File: src/rtl/frame_min_accumulator.sv
// frame_min_accumulator
//   Reduces FRAME_LEN partial minima, one per in_beat, into one frame-wide
//   unsigned minimum. The accumulator is seeded with i_default_value when a
//   frame starts. The result is held behind a valid/ready handshake.
//
//   state | meaning
//   ------+-----------------------------------------------------------
//   IDLE  | waiting for i_start; beats ignored
//   ACCUM | counting beats, folding valid values into the minimum
//   DONE  | result held stable, o_result_valid=1 until i_result_ready
//
// Ports
//   i_clk           clock, rising edge
//   i_reset         asynchronous reset, active low
//   i_start         begin a frame (accepted in IDLE, or DONE on handshake)
//   i_default_value accumulator seed, sampled on the accepted start
//   i_clear         synchronous abort to IDLE, highest priority
//   i_in_beat       a partial result is presented this cycle
//   i_in_valid      the presented partial result is meaningful
//   i_in_value      partial minimum from the upstream solver
//   o_busy          high in ACCUM and DONE
//   o_result        accumulator contents (meaningful in DONE)
//   o_any_valid     at least one beat of the frame carried i_in_valid=1
//   o_result_valid  result available
//   i_result_ready  consumer accepts the result
module frame_min_accumulator #(
  parameter int DATA_WIDTH = 8,
  parameter int FRAME_LEN  = 4
) (
  input  logic                  i_clk,
  input  logic                  i_reset,
  input  logic                  i_start,
  input  logic [DATA_WIDTH-1:0] i_default_value,
  input  logic                  i_clear,
  input  logic                  i_in_beat,
  input  logic                  i_in_valid,
  input  logic [DATA_WIDTH-1:0] i_in_value,
  output logic                  o_busy,
  output logic [DATA_WIDTH-1:0] o_result,
  output logic                  o_any_valid,
  output logic                  o_result_valid,
  input  logic                  i_result_ready
);

  localparam int CNT_WIDTH = $clog2(FRAME_LEN + 1);
  localparam logic [CNT_WIDTH-1:0] LAST_CNT = CNT_WIDTH'(FRAME_LEN - 1);

  typedef enum logic [1:0] {
    ST_IDLE  = 2'd0,
    ST_ACCUM = 2'd1,
    ST_DONE  = 2'd2
  } state_t;

  state_t                r_state;
  state_t                w_state_nxt;
  logic [DATA_WIDTH-1:0] r_acc;
  logic                  r_any;
  logic [CNT_WIDTH-1:0]  r_cnt;

  logic w_handshake;
  logic w_start_acc;
  logic w_beat_acc;
  logic w_last_beat;

  assign w_handshake = (r_state == ST_DONE) && i_result_ready;
  // A new frame may start from IDLE or on the DONE handshake cycle, so
  // back-to-back frames have no idle bubble.
  assign w_start_acc = i_start && ((r_state == ST_IDLE) || w_handshake);
  assign w_beat_acc  = (r_state == ST_ACCUM) && i_in_beat;
  assign w_last_beat = w_beat_acc && (r_cnt == LAST_CNT);

  // State register
  always_ff @(posedge i_clk or negedge i_reset) begin
    if (!i_reset) begin
      r_state <= ST_IDLE;
    end else begin
      r_state <= w_state_nxt;
    end
  end

  // Next-state logic
  always_comb begin
    w_state_nxt = r_state;
    if (i_clear) begin
      w_state_nxt = ST_IDLE;
    end else begin
      unique case (r_state)
        ST_IDLE: begin
          if (w_start_acc) w_state_nxt = ST_ACCUM;
        end
        ST_ACCUM: begin
          if (w_last_beat) w_state_nxt = ST_DONE;
        end
        ST_DONE: begin
          if (w_handshake) w_state_nxt = w_start_acc ? ST_ACCUM : ST_IDLE;
        end
        default: w_state_nxt = ST_IDLE;
      endcase
    end
  end

  // Output logic
  always_comb begin
    o_busy         = (r_state == ST_ACCUM) || (r_state == ST_DONE);
    o_result_valid = (r_state == ST_DONE);
    o_result       = r_acc;
    o_any_valid    = r_any;
  end

  // Datapath: clear leaves the accumulator untouched, only flags and count
  // are reset.
  always_ff @(posedge i_clk or negedge i_reset) begin
    if (!i_reset) begin
      r_acc <= '0;
      r_any <= 1'b0;
      r_cnt <= '0;
    end else if (i_clear) begin
      r_any <= 1'b0;
      r_cnt <= '0;
    end else if (w_start_acc) begin
      r_acc <= i_default_value;
      r_any <= 1'b0;
      r_cnt <= '0;
    end else if (w_beat_acc) begin
      r_cnt <= r_cnt + CNT_WIDTH'(1);
      r_any <= r_any | i_in_valid;
      // Strict less-than: a tie keeps the current value.
      if (i_in_valid && (i_in_value < r_acc)) begin
        r_acc <= i_in_value;
      end
    end
  end

endmodule

File: config.mk
export PLATFORM = sky130hd
export DESIGN_NAME = frame_min_accumulator
export DESIGN_NICKNAME = d
export VERILOG_FILES = /design/src/rtl/frame_min_accumulator.sv
export SDC_FILE = /design/constraint.sdc
export NUM_CORES = 1
export LEC_CHECK = 0
export BUFFER_PORTS_ARGS = -buffer_cell sky130_fd_sc_hd__buf_4
export CORE_ASPECT_RATIO = 0.75
export CORE_MARGIN = 2
export CORE_UTILIZATION = 25
export CTS_BUF_LIST = sky130_fd_sc_hd__clkbuf_4
export DETAILED_ROUTE_END_ITERATION = 8
export GPL_TIMING_DRIVEN = 1
export PLACE_DENSITY = 0.57
export SYNTH_ARGS = -nofsm -noshare
export SYNTH_HDL_FRONTEND = slang
export SYNTH_SLANG_ARGS = --single-unit
export TNS_END_PERCENT = 1
File: constraint.sdc
create_clock -name i_clk -period 3.3 [get_ports i_clk]
set_clock_uncertainty 0.1 [all_clocks]
set_input_delay 0.66 -clock i_clk [delete_from_list [all_inputs] [get_ports i_clk]]
set_output_delay 0.66 -clock i_clk [all_outputs]
set_load 0.1 [all_outputs]
==> results of run 1 <==
-- registers in the layout (all words and copies together), names as in the netlist --
| register | cells |
|---|---|
| r_cnt | 3 |
| r_state | 2 |
| o_result | 8 |
| o_any_valid | 1 |
-- power by group --
group | internal (mW) | switching, mW
combinational | 0.266 | 0.697
sequential | 0.235 | 0.0530
clock | 0.0439 | 0.0594
total | 0.544 | 0.809
-- area by class of cell --
| type | instances | area, um^2 | share of cell area [%] |
|---|---|---|---|
| clock buffer | 3 | 22.52 | 1.749 |
| tap | 52 | 65.06 | 5.053 |
| multi-input combinational | 64 | 553.0 | 42.95 |
| clock inverter | 1 | 3.754 | 0.2915 |
| sequential | 14 | 350.3 | 27.21 |
| timing repair buffer | 33 | 247.7 | 19.24 |
| inverter | 12 | 45.04 | 3.499 |
-- cells in the final DEF, fill, tap and decap left out, drive strengths merged --
master,Yosys,final
buf,2,33
dfrtp,14,14
ha,13,13
inv,12,12
or3,9,9
o221a,8,8
nor2,7,7
a21oi,4,4
nand2,3,3
clkbuf,1,3
a211oi,3,3
o21a,2,2
mux2i,2,2
and2,2,2
o21ai,1,1
nand2b,1,1
nand3,1,1
or3b,1,1
o2111ai,1,1
o211ai,1,1
a31oi,1,1
a311oi,1,1
xnor2,1,1
o22ai,1,1
nor3,1,1
clkinv,0,1
-- per-layer routing --
metal	track usage, %	wire, um
met5	0	0
met4	3.008	19
met2	17.36	997
met3	3.826	121
met1	17.01	1171
-- cells by family after synthesis --
group | count (synthesis)
xor+xnor | 1
buf+inv | 15
compound gates | 23
flops | 14
mux | 2
fa+ha+maj | 13
simple gates | 25
-- path summary, 6_finish.rpt --
kind / start / to / slack [ns] / cells after the start
setup / recovery: r_state[0]$_DFFE_PN0P_ / o_result[6]$_DFFE_PN0P_ / 0.97 / 7
hold / removal: i_reset / o_result[1]$_DFFE_PN0P_ / 0.11 / 1
setup reg to reg: r_state[0]$_DFFE_PN0P_ / o_result[6]$_DFFE_PN0P_ / 0.97 / 7
hold reg to reg: o_any_valid$_DFFE_PN0P_ / o_any_valid$_DFFE_PN0P_ / 0.44 / 2
max in group asynchronous: i_reset / r_cnt[2]$_DFFE_PN0P_ / 2.82 / 1
min in group i_clk: o_any_valid$_DFFE_PN0P_ / o_any_valid$_DFFE_PN0P_ / 0.44 / 2
-- stage by stage --
| step | cell area, um^2 | cells | setup slack [ns] | power (mW) |
|---|---|---|---|---|
| floorplan | 968.4 | 93 | 0.6285 | 1.057 |
| global placement | 1261 | 175 | 0.7934 | 1.246 |
| detailed placement | 1261 | 175 | 0.7390 | 1.257 |
| CTS | 1287 | 179 | 0.9534 | 1.363 |
| global route | 1287 | 179 | 0.8017 | 1.441 |
| finish | 1287 | 179 | 0.9700 | 1.353 |
==> run metrics, run 1 <==
status=finished clean; port bufs=33; share of cells above drive strength 1=32.28%; Pins Over Slew Limit=0; register area share after synthesis=36.18%; crit path cell chain=inv_1 > ha_1 > and2_4 > o21ai_4 > nand2b_4 > or3_1 > o221a_1; Clock Root Buffer=clkbuf_4; Die Wd=75.87 um; antenna violations before repair=0; full die area=0.004393 mm^2; Vias per Instance=4.520; Worst-path clk slew=0.09 ns; Post-synth ARST share=100.0%; Avg Cell Area, Syn=10.41 um^2; setup TNS=0 ns; Max stage delay cell, worst path=or3_1; Synth area leaders=dfrtp_1 36%, ha_1 17%, o221a_1 9.3%; highest clock rate=around 430 MHz; Worst Max-Slew Pin Slew=0.4465 ns; main combinational cell family by area after synthesis=compound AO/OA/AOI/OAI gates; data required time at the worst endpoint=3.38 ns; ys flop type=dfrtp_1; commonest cells in the synthesized netlist=14 x dfrtp_1, 13 x ha_1, 12 x inv_1, 9 x or3_1, 8 x o221a_1; dpl hpwl=1841 um; TritonCTS clock tree=yes; Hold WS=0.1070 ns; Post-Syn Area=968.4 um^2; antenna fix cells=0; Clock Path Buffers=2; DRT Pass-1 Iters=4; DRT iter0 DRCs=65; Peak VDD IR=469.8 uV; routed via count=between 800 and 900; I/O pin total=34; Critical Path End Type=register; Unique masters post-synth=28; Syn. warnings=0; Hold Crit Class=input port to asynchronous set/reset pin; post-layout minimum cycle time=2.330 ns; CTS Hold Bufs=0; max_slew headroom=approximately 70%; total wire length=approximately 2300 um; gr usage total=11.91%; mux cell area share after synthesis=~2.1%; CTS Sinks=14; family with the most delay on the worst path=simple AND/OR/NAND/NOR gates; Clk Latency, worst-skew pair=roughly 0.28 ns; most common cell in the netlist=dfrtp_1; cts repair resizes=0; Die H=57.90 um; Core ar.=between 0.003 and 0.004 mm^2; Final Util=34.94%; DR DRC count=0; first-pass GRT wire length=between 3000 and 4000 um; largest net degree at the start of global routing=15; post-synthesis xor/xnor area fraction=0.9044%; starting density of the core=26.28%; synthesized flop and latch total=14; # Max-Cap Violations=0; H-tree depth=1; TritonCTS Buffers=3; Syn Inst Count=a little over 90; ANT nets after route=0; path type of the worst setup path=register to register; crit path DAT=2.41 ns; Max stage delay on crit path=around 0.53 ns; # rows=19; Synth Area in Simple Gates=14.60%; unrepaired setup endpoints after global routing=no; compound-gate portion of the synthesized area=22.74%; area leader, netlist=dfrtp_1; Worst Path Max Fanout=10; Buf/Inv on CP=1; fillcell total=371; Mapped Nets=129; Nets=164; postcts setup bufs=0; Cell Pwr Density=1051 mW/mm^2; CP Launch Type=register; Post-Synth Adder-Cell Area=16.80%; Hold Violations, Final=0; number of global-route vias before repair=839; GR Overflow Total=0; Pleak=0.6035 nW; RD Place Congestion=0.7446; post-DR wirelength/cell=between 10 and 15 um; Post-synth EDFFs=0; Synth top area share=36.18%; Tcrit/Tclk final=70.60%; Final setup viols=0; Area Growth Syn to Fin=32.95%
No activity file was read; power rests on OpenSTA's default activity.
==> run 2, diff against run 1 <==
--- a/config.mk
+++ b/config.mk
@@ -12,7 +12,7 @@
 export CTS_BUF_LIST = sky130_fd_sc_hd__clkbuf_4
 export DETAILED_ROUTE_END_ITERATION = 8
 export GPL_TIMING_DRIVEN = 1
-export PLACE_DENSITY = 0.57
+export PLACE_DENSITY = 0.58
 export SYNTH_ARGS = -nofsm -noshare
 export SYNTH_HDL_FRONTEND = slang
 export SYNTH_SLANG_ARGS = --single-unit
==> constraint.sdc (replaced) <==
create_clock -name i_clk -period 1.98 [get_ports i_clk]
set_clock_uncertainty 0.1 [all_clocks]
set_input_delay 0.396 -clock i_clk [delete_from_list [all_inputs] [get_ports i_clk]]
set_output_delay 0.396 -clock i_clk [all_outputs]
set_load 0.1 [all_outputs]
==> run 2 against run 1 <==
The run now ends with negative setup slack left. Global-route usage is 0.36 points higher. Register-to-register slack worse by 1.1 ns. Largest cell class unchanged. Sequential share of layout area is 1.9 points lower. Fmax is 12% higher. Critical path type unchanged. Combinational power is 89% higher. Utilization is 4.8 points higher. Final area is 14% higher. Via count is 6.9% higher. Critical path depth stayed put. Worst hold slack better by 0.15 ns. Non-clock buffer count is 16 higher. Sequential power is 75% higher.
==> run metrics, run 2 (same netlist as run 1, synthesis figures left out) <==
Die H=around 58 um; Hold Crit Class=input port to register; unrepaired setup endpoints after global routing=yes; gr usage total=12.27%; Clock Root Buffer=clkbuf_4; RD Place Congestion=0.7703; H-tree depth=1; failing checks=negative setup slack; crit path DAT=2.16 ns; first-pass GRT wire length=approximately 4100 um; Power, Total=between 2 and 2.5 mW; I/O pin total=34; postcts setup bufs=0; dpl hpwl=~2000 um; TritonCTS Buffers=3; routed via count=roughly 870; total wire length=~2500 um; DRT Pass-1 Iters=3; Die Wd=75.87 um; post-DR wirelength/cell=12.82 um; DP Worst Slack=-0.3200 ns; # Max-Cap Violations=0; # rows=19; post-layout minimum cycle time=2.082 ns; Clock Path Buffers=2; GR Overflow Total=0; Final setup viols=8; status=complete, but fails checks; most frequent cells in the layout=48 x buf_4, 11 x ha_1, 10 x inv_1; Worst Path Max Fanout=8; max_slew headroom=71.58%; path type of the worst setup path=register to register; CP Launch Type=register; Hold Violations, Final=0; dpl cells=190; TritonCTS clock tree=yes; Vias per Instance=4.436; Pleak=0.6753 nW; starting density of the core=26.28%; Core ar.=0.003685 mm^2; full die area=approximately 0.0044 mm^2; Nets=180; share of cells above drive strength 1=48.95%; largest net degree at the start of global routing=15; Final Util=39.76%; number of global-route vias before repair=891; Cell Pwr Density=roughly 1700 mW/mm^2; Pins Over Slew Limit=0; ANT nets after route=0; max FFs per register=8; data required time at the worst endpoint=between 2 and 2.5 ns; Peak VDD IR=1258 uV; DR DRC count=0; antenna violations before repair=0; setup ws final=-0.1016 ns; DRT iter0 DRCs=22; antenna fix cells=0; Tcrit/Tclk final=105.1%; Finished Layout Cells=195; CTS Sinks=14; Critical Path End Type=register; port bufs=33; Worst Max-Slew Pin Slew=0.4235 ns; highest clock rate=around 480 MHz; Worst-path clk slew=0.09 ns; Area Growth Syn to Fin=51.29%; Clk Latency, worst-skew pair=between 0.2 and 0.3 ns; most common cell after layout, fill and taps aside=buf_4
[run 2: per-stage QoR]
stage / area [um^2] / TNS [ns] / hold slack, ns
after floorplan: 1003 / -2.185 / 0.0004089
after global placement: 1409 / -1.967 / 0.1577
after detailed placement: 1409 / -2.424 / 0.1648
after CTS: 1460 / -0.8050 / 0.2487
after global routing: 1465 / -1.584 / 0.2856
final: 1465 / -0.7249 / 0.2558
[run 2: layout make-up]
class | instances | area, um^2
Tap cell | 52 | 65.06
Timing Repair Buffer | 49 | 370.4
Inverter | 12 | 45.04
Fill cell | 372 | 2220
Clock inverter | 1 | 3.754
Sequential cell | 14 | 370.4
Clock buffer | 3 | 22.52
Multi-Input combinational cell | 64 | 588.1
[run 2: final timing paths]
check	startpoint	end	slack, ns	depth (start not counted)
min in group asynchronous	i_reset	o_result[4]$_DFFE_PN0P_	0.39	2
max reg2reg	o_result[1]$_DFFE_PN0P_	o_result[3]$_DFFE_PN0P_	-0.10	7
max in group asynchronous	i_reset	o_result[1]$_DFFE_PN0P_	1.20	2
min	i_in_valid	o_any_valid$_DFFE_PN0P_	0.26	3
min reg2reg	o_any_valid$_DFFE_PN0P_	o_any_valid$_DFFE_PN0P_	0.41	2
max	o_result[1]$_DFFE_PN0P_	o_result[3]$_DFFE_PN0P_	-0.10	7
[run 2: worst max-delay path, cell delays in order, from the launching register on]
cell       delay, ns
dfrtp_4         0.42
inv_2           0.04
ha_4            0.15
or3b_1          0.37
o2111ai_2       0.11
a31oi_1         0.11
or3_4           0.40
o221a_1         0.27
[run 2: what timing repair did]
action,CTS,global route
hold buffers,1,0
cloned,0,0
resized for setup,2,2
endpoints found under the setup margin,8,8
endpoints found under the hold margin,14,0
[run 2: power by group]
group          switching, mW  internal, mW  leakage (nW)
registers             0.0806         0.423         0.164
clock network          0.101        0.0732        0.0154
logic                   1.22         0.597         0.496
total                   1.40          1.09         0.675
[run 2: per-layer routing]
layer  GRT usage, %  up-vias  part of all wire, %
met2          17.98       27                   42
met4          3.008        0                 0.76
li1               -      436                    -
met5              0        -                    0
met3          2.435        2                  6.6
met1          18.43      400                   50
==> run 3, diff against run 2 <==
--- a/config.mk
+++ b/config.mk
@@ -13,6 +13,7 @@
 export DETAILED_ROUTE_END_ITERATION = 8
 export GPL_TIMING_DRIVEN = 1
 export PLACE_DENSITY = 0.58
+export RECOVER_POWER = 50
 export SYNTH_ARGS = -nofsm -noshare
 export SYNTH_HDL_FRONTEND = slang
 export SYNTH_SLANG_ARGS = --single-unit
==> run 3 against run 2 <==
Critical path type unchanged. Combinational power about the same. Final cell count unchanged. Register-to-register slack about the same. Utilization decreased by 0.17 points. Power decreased by 0.30%. Final area decreased by 0.43%. Fmax unchanged. The run still ends with negative setup slack left. Worst hold slack unchanged. Count of clock-buffer cells in the layout unchanged. Non-clock buffer count unchanged. Via count unchanged.
==> run metrics, run 3 (same netlist as run 1, synthesis figures left out) <==
Peak VDD IR=between 1000 and 1500 uV; Crit. Startpoint=o_result[1]$_DFFE_PN0P_; unrepaired setup endpoints after global routing=yes; full die area=0.004393 mm^2; Max stage delay cell, worst path=dfrtp_4; Die Wd=75.87 um; post-DR wirelength/cell=12.81 um; GR Overflow Total=0; fillcell total=372; TritonCTS Buffers=3; dpl cells=190; # Max-Cap Violations=0; CTS Sinks=14; antenna violations before repair=0; number of global-route vias before repair=891; port bufs=33; Levels on crit path=7; RD Place Congestion=0.7703; most common cell after layout, fill and taps aside=buf_4; R2R cell count=7; Worst Path Max Fanout=8; antenna fix cells=0; Worst Max-Slew Pin Slew=0.7974 ns; Final setup viols=8; setup TNS=-0.7249 ns; Clk Latency, worst-skew pair=0.28 ns; setup ws final=-0.1016 ns; Tcrit/Tclk final=105.1%; DRT iter0 DRCs=22; Cell Pwr Density=1706 mW/mm^2; met2 wire len=1057 um; Nets=between 150 and 200; ANT nets after route=0; DP Worst Slack=-0.3200 ns; TritonCTS clock tree=yes; share of cells above drive strength 1=between 40 and 50%; Hold WS=0.2558 ns; data required time at the worst endpoint=approximately 2.1 ns; routed via count=865; CP Launch Type=register; Die H=57.90 um; Power, Total=approximately 2.5 mW; failing checks=negative setup slack; total wire length=2497 um; H-tree depth=1; dpl hpwl=2004 um; first-pass GRT wire length=4126 um; postcts setup bufs=0; Cells on Worst Hold Path=3; Clock Root Buffer=clkbuf_4; Max stage delay on crit path=approximately 0.42 ns; Hold Crit Class=input port to register; DR DRC count=0; Area Growth Syn to Fin=50.65%; Worst-path clk slew=0.09 ns; worst reg2reg startpoint=o_result[1]$_DFFE_PN0P_; met3 wire length=165 um; I/O pin total=34; status=complete, but fails checks; Pins Over Slew Limit=0; most frequent cells in the layout=46 x buf_4, 11 x ha_1, 10 x inv_1; crit path to=o_result[3]$_DFFE_PN0P_; flop2flop setup slack=-0.10 ns; top sig layer=met4; post-layout minimum cycle time=2.082 ns; Worst R2R End=o_result[3]$_DFFE_PN0P_; DRT Pass-1 Iters=3; # rows=19; max FFs per register=8; largest net degree at the start of global routing=15; path type of the worst setup path=register to register; max_slew headroom=46.84%; Met1 Routed Length=1255 um; family with the most delay on the worst path=simple AND/OR/NAND/NOR gates; Buf/Inv on CP=1; Hold Violations, Final=0; gr usage total=12.27%; Clock Path Buffers=2; highest clock rate=480.4 MHz; crit path cell chain=inv_2 > ha_4 > or3b_1 > o2111ai_2 > a31oi_1 > or3_4 > o221a_1; Pleak=between 0.6 and 0.7 nW; starting density of the core=26.28%; crit path DAT=2.16 ns; Finished Layout Cells=195; Critical Path End Type=register; Vias per Instance=4.436; Core ar.=0.003685 mm^2
run 3: tightest hold or removal path, delay by kind of cell:
family	cells	cell delay, ns
and+or+nand+nor	1	0.07
buffers and inverters	1	0.09
AOI/OAI and AO/OA	1	0.05
run 3: through the flow:
stage | util (%) | area [um^2]
after floorplan | - | 1003
after global placement | 38.23 | 1409
after detailed placement | 38.23 | 1409
after CTS | 39.63 | 1460
after global routing | 39.59 | 1459
final | 39.59 | 1459
run 3: metal layers:
metal / track usage, % / vias to the layer above
met5: 0 / -
met4: 3.008 / 0
met3: 2.435 / 2
met2: 17.98 / 27
met1: 18.43 / 400
li1: - / 436
run 3: timing repair:
item | CTS | global route
hold buffers | 1 | 0
setup endpoints to repair | 8 | 8
endpoints found under the hold margin | 14 | 0
gates cloned | 0 | 0
gates resized for setup | 2 | 2
run 3: where the power goes:
part	leakage (nW)	internal, mW	switching [mW]
registers	0.164	0.423	0.0805
clock network	0.0154	0.0732	0.101
logic	0.492	0.589	1.22
run 3: layout make-up:
class / count / area, um^2 / area share [%]
flip-flops and latches: 14 / 370.4 / 25.39
multi-input cells: 64 / 588.1 / 40.31
clock inverters: 1 / 3.754 / 0.2573
well taps: 52 / 65.06 / 4.460
repair buffers: 49 / 364.1 / 24.96
clock buffers: 3 / 22.52 / 1.544
inverters: 12 / 45.04 / 3.087
run 3: worst min-delay path by stage:
stage / startpoint / end
floorplan: i_reset / o_any_valid$_DFFE_PN0P_
global placement: i_reset / o_result[5]$_DFFE_PN0P_
detailed placement: i_reset / o_result[4]$_DFFE_PN0P_
CTS: i_in_valid / o_any_valid$_DFFE_PN0P_
global route: i_in_value[7] / o_result[7]$_DFFE_PN0P_
finish: i_in_valid / o_any_valid$_DFFE_PN0P_
